**config.mk**
```make
export PLATFORM = sky130hd
export DESIGN_NAME = seq_char_translator
export DESIGN_NICKNAME = d
export VERILOG_FILES = /design/src/rtl/char_xlat_pkg.sv /design/src/rtl/char_rule_match.sv /design/src/rtl/seq_char_translator.sv
export SDC_FILE = /design/constraint.sdc
export NUM_CORES = 1
export LEC_CHECK = 0
export CAP_MARGIN = 20
export CORE_ASPECT_RATIO = 1.4
export CORE_MARGIN = 2
export CORE_UTILIZATION = 45
export DETAILED_ROUTE_END_ITERATION = 16
export HOLD_SLACK_MARGIN = 0.03
export PLACE_DENSITY_LB_ADDON = 0.08
export SLEW_MARGIN = 20
export SYNTH_ARGS = -nofsm -noshare
export SYNTH_HDL_FRONTEND = slang
export SYNTH_SLANG_ARGS = --single-unit
```
**constraint.sdc**
```tcl
create_clock -name clk -period 2.6 [get_ports clk]
set_clock_uncertainty 0.15 [all_clocks]
set_input_delay 0.52 -clock clk [delete_from_list [all_inputs] [get_ports clk]]
set_output_delay 0.52 -clock clk [all_outputs]
set_load 0.005 [all_outputs]
```
**src/rtl/char_xlat_pkg.sv**
```systemverilog
// Shared types for the character translator: FSM states, rule slot layout,
// reset contents of the rule table and a saturating counter helper.
package char_xlat_pkg;

    localparam int CHAR_W = 8;

    typedef enum logic {
        S_NORM = 1'b0,
        S_ESC  = 1'b1
    } xlat_state_e;

    typedef struct packed {
        logic              en;
        logic [CHAR_W-1:0] match;
        logic [CHAR_W-1:0] replace;
    } rule_t;

    localparam logic              RULE0_EN      = 1'b1;
    localparam logic [CHAR_W-1:0] RULE0_MATCH   = 8'h03;
    localparam logic [CHAR_W-1:0] RULE0_REPLACE = 8'h62;

    localparam rule_t RULE0_RESET = {RULE0_EN, RULE0_MATCH, RULE0_REPLACE};
    localparam rule_t RULE_EMPTY  = '0;

    function automatic logic [15:0] sat_inc16(input logic [15:0] value);
        return (value == 16'hFFFF) ? value : value + 16'd1;
    endfunction

endpackage

```
**src/rtl/char_rule_match.sv**
```systemverilog
// Combinational priority matcher: the lowest-index enabled rule whose match
// field equals the character supplies the replacement.
module char_rule_match
    import char_xlat_pkg::*;
#(
    parameter int NUM_RULES = 4
) (
    input  rule_t [NUM_RULES-1:0] rules,
    input  logic  [CHAR_W-1:0]    ch,
    output logic                  hit,
    output logic  [CHAR_W-1:0]    replace
);

    // NOTE: every output gets a default before the loop, so no path leaves
    // a value unassigned and no latch is inferred.
    always_comb begin
        hit     = 1'b0;
        replace = '0;
        // Walking from the top down lets lower indices overwrite higher ones.
        for (int i = NUM_RULES - 1; i >= 0; i--) begin
            if (rules[i].en && (rules[i].match == ch)) begin
                hit     = 1'b1;
                replace = rules[i].replace;
            end
        end
    end

endmodule

```
**src/rtl/seq_char_translator.sv**
```systemverilog
// Streaming character translator with escape handling and a runtime rule table.
// Optional feature: define CHAR_XLAT_STATS_EN to add the match_count output.
module seq_char_translator
    import char_xlat_pkg::*;
#(
    parameter int                 DATA_W         = 8,
    parameter int                 NUM_RULES      = 4,
    parameter bit                 PASS_UNMATCHED = 1'b1,
    parameter logic [DATA_W-1:0]  DEFAULT_CHAR   = 8'h63,
    parameter logic [DATA_W-1:0]  ESC_CHAR       = 8'h1B,
    localparam int                IDX_W          = (NUM_RULES > 1) ? $clog2(NUM_RULES) : 1
) (
    input  logic              clk,
    input  logic              rst_n,

    input  logic              in_valid,
    output logic              in_ready,
    input  logic [DATA_W-1:0] in_char,

    output logic              out_valid,
    input  logic              out_ready,
    output logic [DATA_W-1:0] out_char,

    input  logic              cfg_we,
    input  logic [IDX_W-1:0]  cfg_idx,
    input  logic              cfg_en,
    input  logic [DATA_W-1:0] cfg_match,
    input  logic [DATA_W-1:0] cfg_replace
`ifdef CHAR_XLAT_STATS_EN
    ,
    output logic [15:0]       match_count
`endif
);

    if (DATA_W != CHAR_W) begin : g_width_check
        $error("seq_char_translator: DATA_W must equal char_xlat_pkg::CHAR_W");
    end

    xlat_state_e            state_q;
    xlat_state_e            state_d;
    rule_t [NUM_RULES-1:0]  rules_q;
    logic                   accept;
    logic                   cfg_idx_ok;
    logic                   rule_hit;
    logic [DATA_W-1:0]      rule_replace;
    logic                   emit;
    logic [DATA_W-1:0]      emit_char;

    assign in_ready   = !out_valid || out_ready;
    assign accept     = in_valid && in_ready;
    assign cfg_idx_ok = (32'(cfg_idx) < NUM_RULES);

    char_rule_match #(
        .NUM_RULES (NUM_RULES)
    ) u_match (
        .rules   (rules_q),
        .ch      (in_char),
        .hit     (rule_hit),
        .replace (rule_replace)
    );

    // NOTE: the rule table is a handful of flops, not a RAM, so it is reset
    // to its documented defaults like any other state.
    always_ff @(posedge clk) begin
        if (rst_n) begin
            for (int i = 0; i < NUM_RULES; i++) begin
                rules_q[i] <= (i == 0) ? RULE0_RESET : RULE_EMPTY;
            end
        end else if (cfg_we && cfg_idx_ok) begin
            // The char accepted this cycle already used the old entry.
            rules_q[cfg_idx] <= {cfg_en, cfg_match, cfg_replace};
        end
    end

    // NOTE: sequential state uses non-blocking assignments so every flop
    // samples pre-edge values regardless of block ordering.
    always_ff @(posedge clk) begin
        if (rst_n) begin
            state_q <= S_NORM;
        end else begin
            state_q <= state_d;
        end
    end

    always_comb begin
        state_d   = state_q;
        emit      = 1'b0;
        emit_char = in_char;
        if (accept) begin
            case (state_q)
                S_NORM: begin
                    if (in_char == ESC_CHAR) begin
                        state_d = S_ESC;
                    end else begin
                        emit = 1'b1;
                        if (rule_hit) begin
                            emit_char = rule_replace;
                        end else if (!PASS_UNMATCHED) begin
                            emit_char = DEFAULT_CHAR;
                        end
                    end
                end
                S_ESC: begin
                    emit    = 1'b1;
                    state_d = S_NORM;
                end
                default: state_d = S_NORM;
            endcase
        end
    end

    always_ff @(posedge clk) begin
        if (rst_n) begin
            out_valid <= 1'b0;
            out_char  <= '0;
        end else if (emit) begin
            out_valid <= 1'b1;
            out_char  <= emit_char;
        end else if (out_ready) begin
            out_valid <= 1'b0;
        end
    end

`ifdef CHAR_XLAT_STATS_EN
    logic rule_xlat;

    assign rule_xlat = accept && (state_q == S_NORM) && (in_char != ESC_CHAR) && rule_hit;

    always_ff @(posedge clk) begin
        if (rst_n) begin
            match_count <= '0;
        end else if (rule_xlat) begin
            match_count <= sat_inc16(match_count);
        end
    end
`endif

endmodule

```
==> summary.txt, run 1 <==
Timing
  • Final Hold Viols: 0
  • Final period util: 96.9%
  • Sum Neg Setup Slack: 0 ps
  • Minimum clock period: around 2500 ps
  • Max transition margin: 49.7%
  • # setup viols final: 0
  • Unrepaired setup endpoints after global routing: yes
  • Slew @ Worst Pin: 755 ps
  • Achievable clock frequency: a little under 400 MHz
  • Pins over their slew limit: 0

Worst hold path
  • Hold Path End: rules_q[34]
  • Hold Path Class: register to register
  • Min-delay src: rules_q[34]
  • Hold path depth: 2

Drt
  • Final wirelength: about 11000 µm
  • Antenna-violating nets left: 0
  • Wire length per cell: around 17 µm
  • Vias per inst: approximately 5.4
  • Drt pass-1 iters: 5
  • DRC: 0
  • Via count: approximately 3500
  • DRT iter0 DRCs: 223

Layout
  • Post-route design area: around 4800 µm²
  • Layout area overhead: 26.6%
  • Commonest non-fill, non-tap cell in the layout: nand2_1
  • Non-Filler Instances: about 640
  • Share of post-route cells with drive strength above 1: 15.2%
  • Final nets: between 500 and 600
  • Ant diodes: 0
  • Most frequent cells in the layout: 145 x nand2_1, 78 x dfxtp_1, 69 x a21oi_1, 45 x buf_4, 37 x clkdlybuf4s50_1

Logic synthesis
  • Async S/R FF share, synth: 0%
  • Most used flip-flop cell after synthesis: dfxtp_1
  • Mapped Nets: about 500
  • Mapped Cells: about 470
  • Seq cells post-synth: 78
  • Synth unique cells: 46
  • Synth Cell Area: between 3000 and 4000 µm²
  • Synth Area per Inst: slightly below 8 µm²
  • Yosys warns: 0
  • Register area share after synthesis: 41.5%
  • Post-synth EDFFs: 0

Critical path
  • R2R Path Start: rules_q[66]
  • Worst path required time: between 2000 and 3000 ps
  • Critical Path End Type: register
  • FF-to-FF path depth: 8
  • Startpoint types: primary input
  • Crit path DAT: ~2600 ps
  • CP Class: primary input to register
  • R2R setup slack: about 400 ps
  • RR Endpoint: out_char[1]
  • CP Max Fanout: 9

Die
  • Core Box Area: around 8100 µm²
  • # rows: 39
  • Die Span X: 81.2 µm
  • Initial core utilization: 46.1%
  • Number of I/O pins: between 40 and 50
  • DIE HEIGHT: 112 µm
  • Full die area: 9110 µm²

Clock tree
  • Clock sink total: between 70 and 80
  • Max Buffers Root-to-Sink: 2
  • Hold Buf Count CTS: 0
  • CTS tree: done
  • Cts bufs inserted: 9
  • Worst-Skew Late Latency: 340 ps
  • H-tree levels: 3
  • CTS clk-pin slew, worst paths: approximately 60 ps
  • CTS Root Cell: clkbuf_16

Global route
  • First-pass GRT wire length: 17600 µm
  • Remaining global-route overflow: 0
  • Antenna violations before repair: 0
  • Largest net degree at the start of global routing: between 40 and 50
  • Total GRT Usage: between 20% and 30%
  • Vias in the first global route: about 3400

Place
  • Placed Cells: between 600 and 700
  • GPL Wtd Cong: 0.865
  • Cell Area, Placed: 4480 µm²
  • DPL Wire Length: approximately 8000 µm
  • Port-buffer cells: 41

Power and ir drop
  • Maximum VDD drop: around 510 µV
  • Pwr Density: between 500 and 600 nW/µm²
  • Tot Pwr: 2.75 mW
  • Pleak: approximately 1.8 nW

Run status
  • Run status: completed

Job
  • Maximum capacitance violations: 0
worst max-delay path: stages:
cell and delay (ps):
clkdlybuf4s50_1 510, buf_12 150, xnor2_2 120, nand4_2 140, or3_4 470, a31oi_1 240, mux2i_1 130, buf_4 150
a211oi_2 190
registers in the layout, summed over array words and instances, names as in the netlist:
name	cells
out_char	8
out_valid	1
rules_q	68
state_q	1
synthesized netlist by cell type, types with 4 or more instances:
master	number	area [µm²]
o22ai_1	5	31.3
nand4_1	5	31.3
buf_6	9	101
nor2_1	9	33.8
a311oi_1	4	35.0
a21oi_1	69	345
or3_1	4	25.0
o21a_1	5	37.5
a32oi_1	5	43.8
nand3_1	4	20.0
clkbuf_1	25	93.8
xor2_1	7	61.3
nor4_1	8	50.1
nand2_1	145	544
dfxtp_1	78	1560
nand3b_1	6	45.0
xnor2_2	7	114
o221ai_1	4	35.0
nor3_1	9	45.0
xnor2_1	18	158
inv_1	11	41.3
where the power goes:
part	internal (mW)	leakage [nW]	switching (mW)
sequential	1.24	0.636	0.0303
clock	0.638	0.123	0.473
combinational	0.178	1.01	0.186
total	2.06	1.76	0.689
kinds of logic (layout without fill, tap and decap cells):
logic type,count (synthesis),after routing,synth area share (%)
and+or+nand+nor,205,205,24.4
DFF,78,78,41.5
buffers and inverters,48,116,6.76
muxes,2,2,0.533
AOI/OAI and AO/OA,108,108,17.9
xor gates and xnor gates,32,32,8.85
repair_timing:
item                                   in CTS  in global routing
endpoints found under the hold margin       0                  0
setup endpoints to repair                   8                  8
gates resized for setup                     2                  6
pin swaps                                   0                  2
buffers inserted                            0                  0
per-layer routing:
metal  vias to the layer above  GRT usage [%]  part of all wire, %
met5                         -              0                    0
met4                         0           11.3                  2.7
met3                        20           4.50                  4.7
met2                       100           45.5                   52
met1                      1632           31.1                   41
li1                       1735              -                    -
through the flow:
step | worst slack (ps) | util (%) | hold slack [ps]
after detailed placement | -466 | 54.9 | 302
after global routing | -10.2 | 58.4 | 328
after CTS | 18.3 | 58.1 | 310
after global placement | -457 | 54.9 | 294
after floorplan | 352 | - | 282
final | 80.9 | 58.4 | 308
final cells by class:
class                   instances  area [µm²]
inverters                      11        41.3
clock inverters                 2        10.0
multi-input cells             347        1970
repair buffers                 90         810
fillers                       786        3390
clock buffers                  13         240
flip-flops and latches         78        1560
well taps                     102         128
how the worst max path moves through the flow:
stage	cells past startpoint	slack, ps	endpoint	startpoint
final	9	80	out_char[2]	in_char[6]
after CTS	10	20	out_char[1]	in_char[0]
after global placement	9	-460	out_char[2]	in_char[7]
after floorplan	8	350	out_char[0]	in_char[2]
after global routing	10	-10	out_char[3]	in_char[1]
after detailed placement	9	-470	out_char[2]	in_char[7]
(Power assumes the default switching activity.)
==> inputs of run 2 (changes only) <==
Settings changed: CORE_ASPECT_RATIO 1.4 to 1.75.
==> run 2 against run 1 <==
Against the previous run:
- count of clock-buffer cells in the layout fell by 1
- design area shrank 0.71%
- global-route usage fell by 0.83 points
- worst setup slack better by 28 ps
- power increased by 0.26%
- largest cell class unchanged
==> summary.txt, run 2 (synthesized netlist as in run 1, its figures left out) <==
Place
  • DP Worst Slack: -349 ps
  • DPL Wire Length: roughly 7900 µm
  • GPL Wtd Cong: approximately 0.9
  • Port-buffer cells: slightly above 40

Clock tree
  • Setup bufs post-CTS: 0
  • H-tree levels: 3
  • CTS Root Cell: clkbuf_16
  • CTS clk-pin slew, worst paths: around 60 ps
  • Worst-Skew Late Latency: 340 ps
  • Cts bufs inserted: 9
  • Clock sink total: 78
  • CTS tree: done
  • Hold Buf Count CTS: 0
  • Max Buffers Root-to-Sink: 2

Layout
  • Ant diodes: 0
  • Commonest non-fill, non-tap cell in the layout: nand2_1
  • Fin util: a little under three fifths
  • Sequential cell area: ~1600 µm²
  • Final nets: roughly 570
  • Max FFs per register: between 60 and 70
  • Final-layout fill cell count: 784
  • Multi-input gate area: approximately 2000 µm²
  • Layout area overhead: 25.7%
  • Share of post-route cells with drive strength above 1: about 15%
  • Biggest regs: rules_q x68, out_char x8
  • Register name with the most flops: rules_q
  • Most frequent cells in the layout: 145 x nand2_1, 78 x dfxtp_1, 69 x a21oi_1, 46 x buf_4, 38 x clkdlybuf4s50_1

Global route
  • First-pass GRT wire length: around 17000 µm
  • Largest net degree at the start of global routing: 54
  • Total GRT Usage: about a quarter
  • Antenna violations before repair: 0
  • Remaining global-route overflow: 0
  • Vias in the first global route: 3269

Drt
  • Via count: roughly 3400
  • Antenna-violating nets left: 0
  • Drt pass-1 iters: 4
  • DRC: 0
  • Final wirelength: around 11000 µm
  • Wire length per cell: roughly 17 µm
  • Vias per inst: about 5.5
  • DRT iter0 DRCs: between 150 and 200

Die
  • DIE HEIGHT: approximately 120 µm
  • Die Span X: about 73 µm
  • Core Box Area: ~8200 µm²
  • Initial core utilization: 45.8%
  • Full die area: ~9100 µm²
  • # rows: between 40 and 50
  • Number of I/O pins: between 40 and 50

Timing
  • Minimum clock period: 2490 ps
  • # setup viols final: 0
  • Final Hold Slack: 302 ps
  • Max transition margin: 66.0%
  • Unrepaired setup endpoints after global routing: no
  • Final period util: ~96%
  • Achievable clock frequency: between 400 and 500 MHz
  • Post-route setup slack: between 100 and 150 ps
  • Final Hold Viols: 0
  • Slew @ Worst Pin: about 500 ps
  • Pins over their slew limit: 0

Power and ir drop
  • Pleak: 1.75 nW
  • Pwr Density: between 500 and 600 nW/µm²
  • Tot Pwr: between 2 and 3 mW
  • Maximum VDD drop: approximately 410 µV

Critical path
  • Startpoint types: primary input
  • FF-to-FF path depth: 7
  • CP Max Fanout: 5
  • R2R Path Start: rules_q[28]
  • RR Endpoint: out_char[1]
  • Crit-path most repeated cell: buf_4
  • Worst path required time: 2710 ps
  • Critical Path End Type: register
  • Delay-heaviest family, CP: buffers and inverters
  • Cell Chain, Critical Path: clkdlybuf4s50_1 > buf_4 > buf_4 > xor2_1 > nor3_1 > nand4_1 > buf_4 > a41oi_4 > o221ai_1 > o22ai_1
  • CP Class: primary input to register
  • Buf+Inv Stages, Crit Path: 4
  • Peak per-stage delay on the critical path: about 400 ps
  • Slowest cell on the critical path: clkdlybuf4s50_1
  • R2R setup slack: 480 ps
  • Crit path DAT: 2600 ps
  • WP depth: 10

Worst hold path
  • Hold path depth: 2
  • Min-delay src: rules_q[58]
  • Hold Path Class: register to register
  • Hold Path End: rules_q[58]

Job
  • Maximum capacitance violations: 0

Run status
  • Run status: completed
==> run 2: cell types whose count changed in the layout (fill, tap and decap cells not counted), sizes merged <==
cell and delta:
clkbuf -1, dlygate4sd2 -1, buf -1, clkdlybuf4s50 +1
==> run 2: stage by stage <==
step / setup TNS [ps] / instance area [µm²] / instances
after floorplan: 0 / 3760 / 473
after global placement: -2220 / 4460 / 617
after detailed placement: -2410 / 4460 / 617
after CTS: 0 / 4720 / 631
after global routing: 0 / 4720 / 631
final: 0 / 4720 / 631
==> run 2: per-layer routing <==
layer | vias to the layer above | GRT usage [%] | share of wire [%]
met3 | 28 | 5.66 | 3.6
li1 | 1730 | - | -
met5 | - | 0 | 0
met1 | 1597 | 28.7 | 40
met2 | 89 | 43.2 | 52
met4 | 0 | 12.7 | 4.6
==> run 2: how the worst max path moves through the flow <==
stage / startpoint / to / slack (ps)
2_1_floorplan: in_char[2] / out_char[0] / 350
3_3_place_gp: in_char[0] / out_char[0] / -310
3_5_place_dp: in_char[0] / out_char[1] / -350
4_1_cts: in_char[0] / out_char[1] / 80
5_1_grt: in_char[1] / out_char[7] / 1
6_report: in_char[1] / out_char[1] / 110
==> run 2: timing repair <==
item,in CTS,in global routing
resized for setup,1,2
endpoints found under the setup margin,1,4
pin swaps,0,1
cloned,0,0
==> run 2: area by class of cell <==
class | instances | area share (%)
Clock buffer | 12 | 5.22
Multi-Input combinational cell | 347 | 41.4
Sequential cell | 78 | 33.1
Timing Repair Buffer | 89 | 16.8
Tap cell | 92 | 2.44
Inverter | 11 | 0.874
Clock inverter | 2 | 0.212
==> run 2: worst min-delay path, cell delays in order (launching register included) <==
cell,delay [ps]
dfxtp_1,300
nand2_1,50
a21oi_1,50
==> run 2: where the power goes <==
group,switching (mW),total [mW],internal (mW)
sequential,0.0303,1.27,1.24
clock,0.462,1.12,0.658
combinational,0.186,0.362,0.176
total,0.679,2.76,2.08
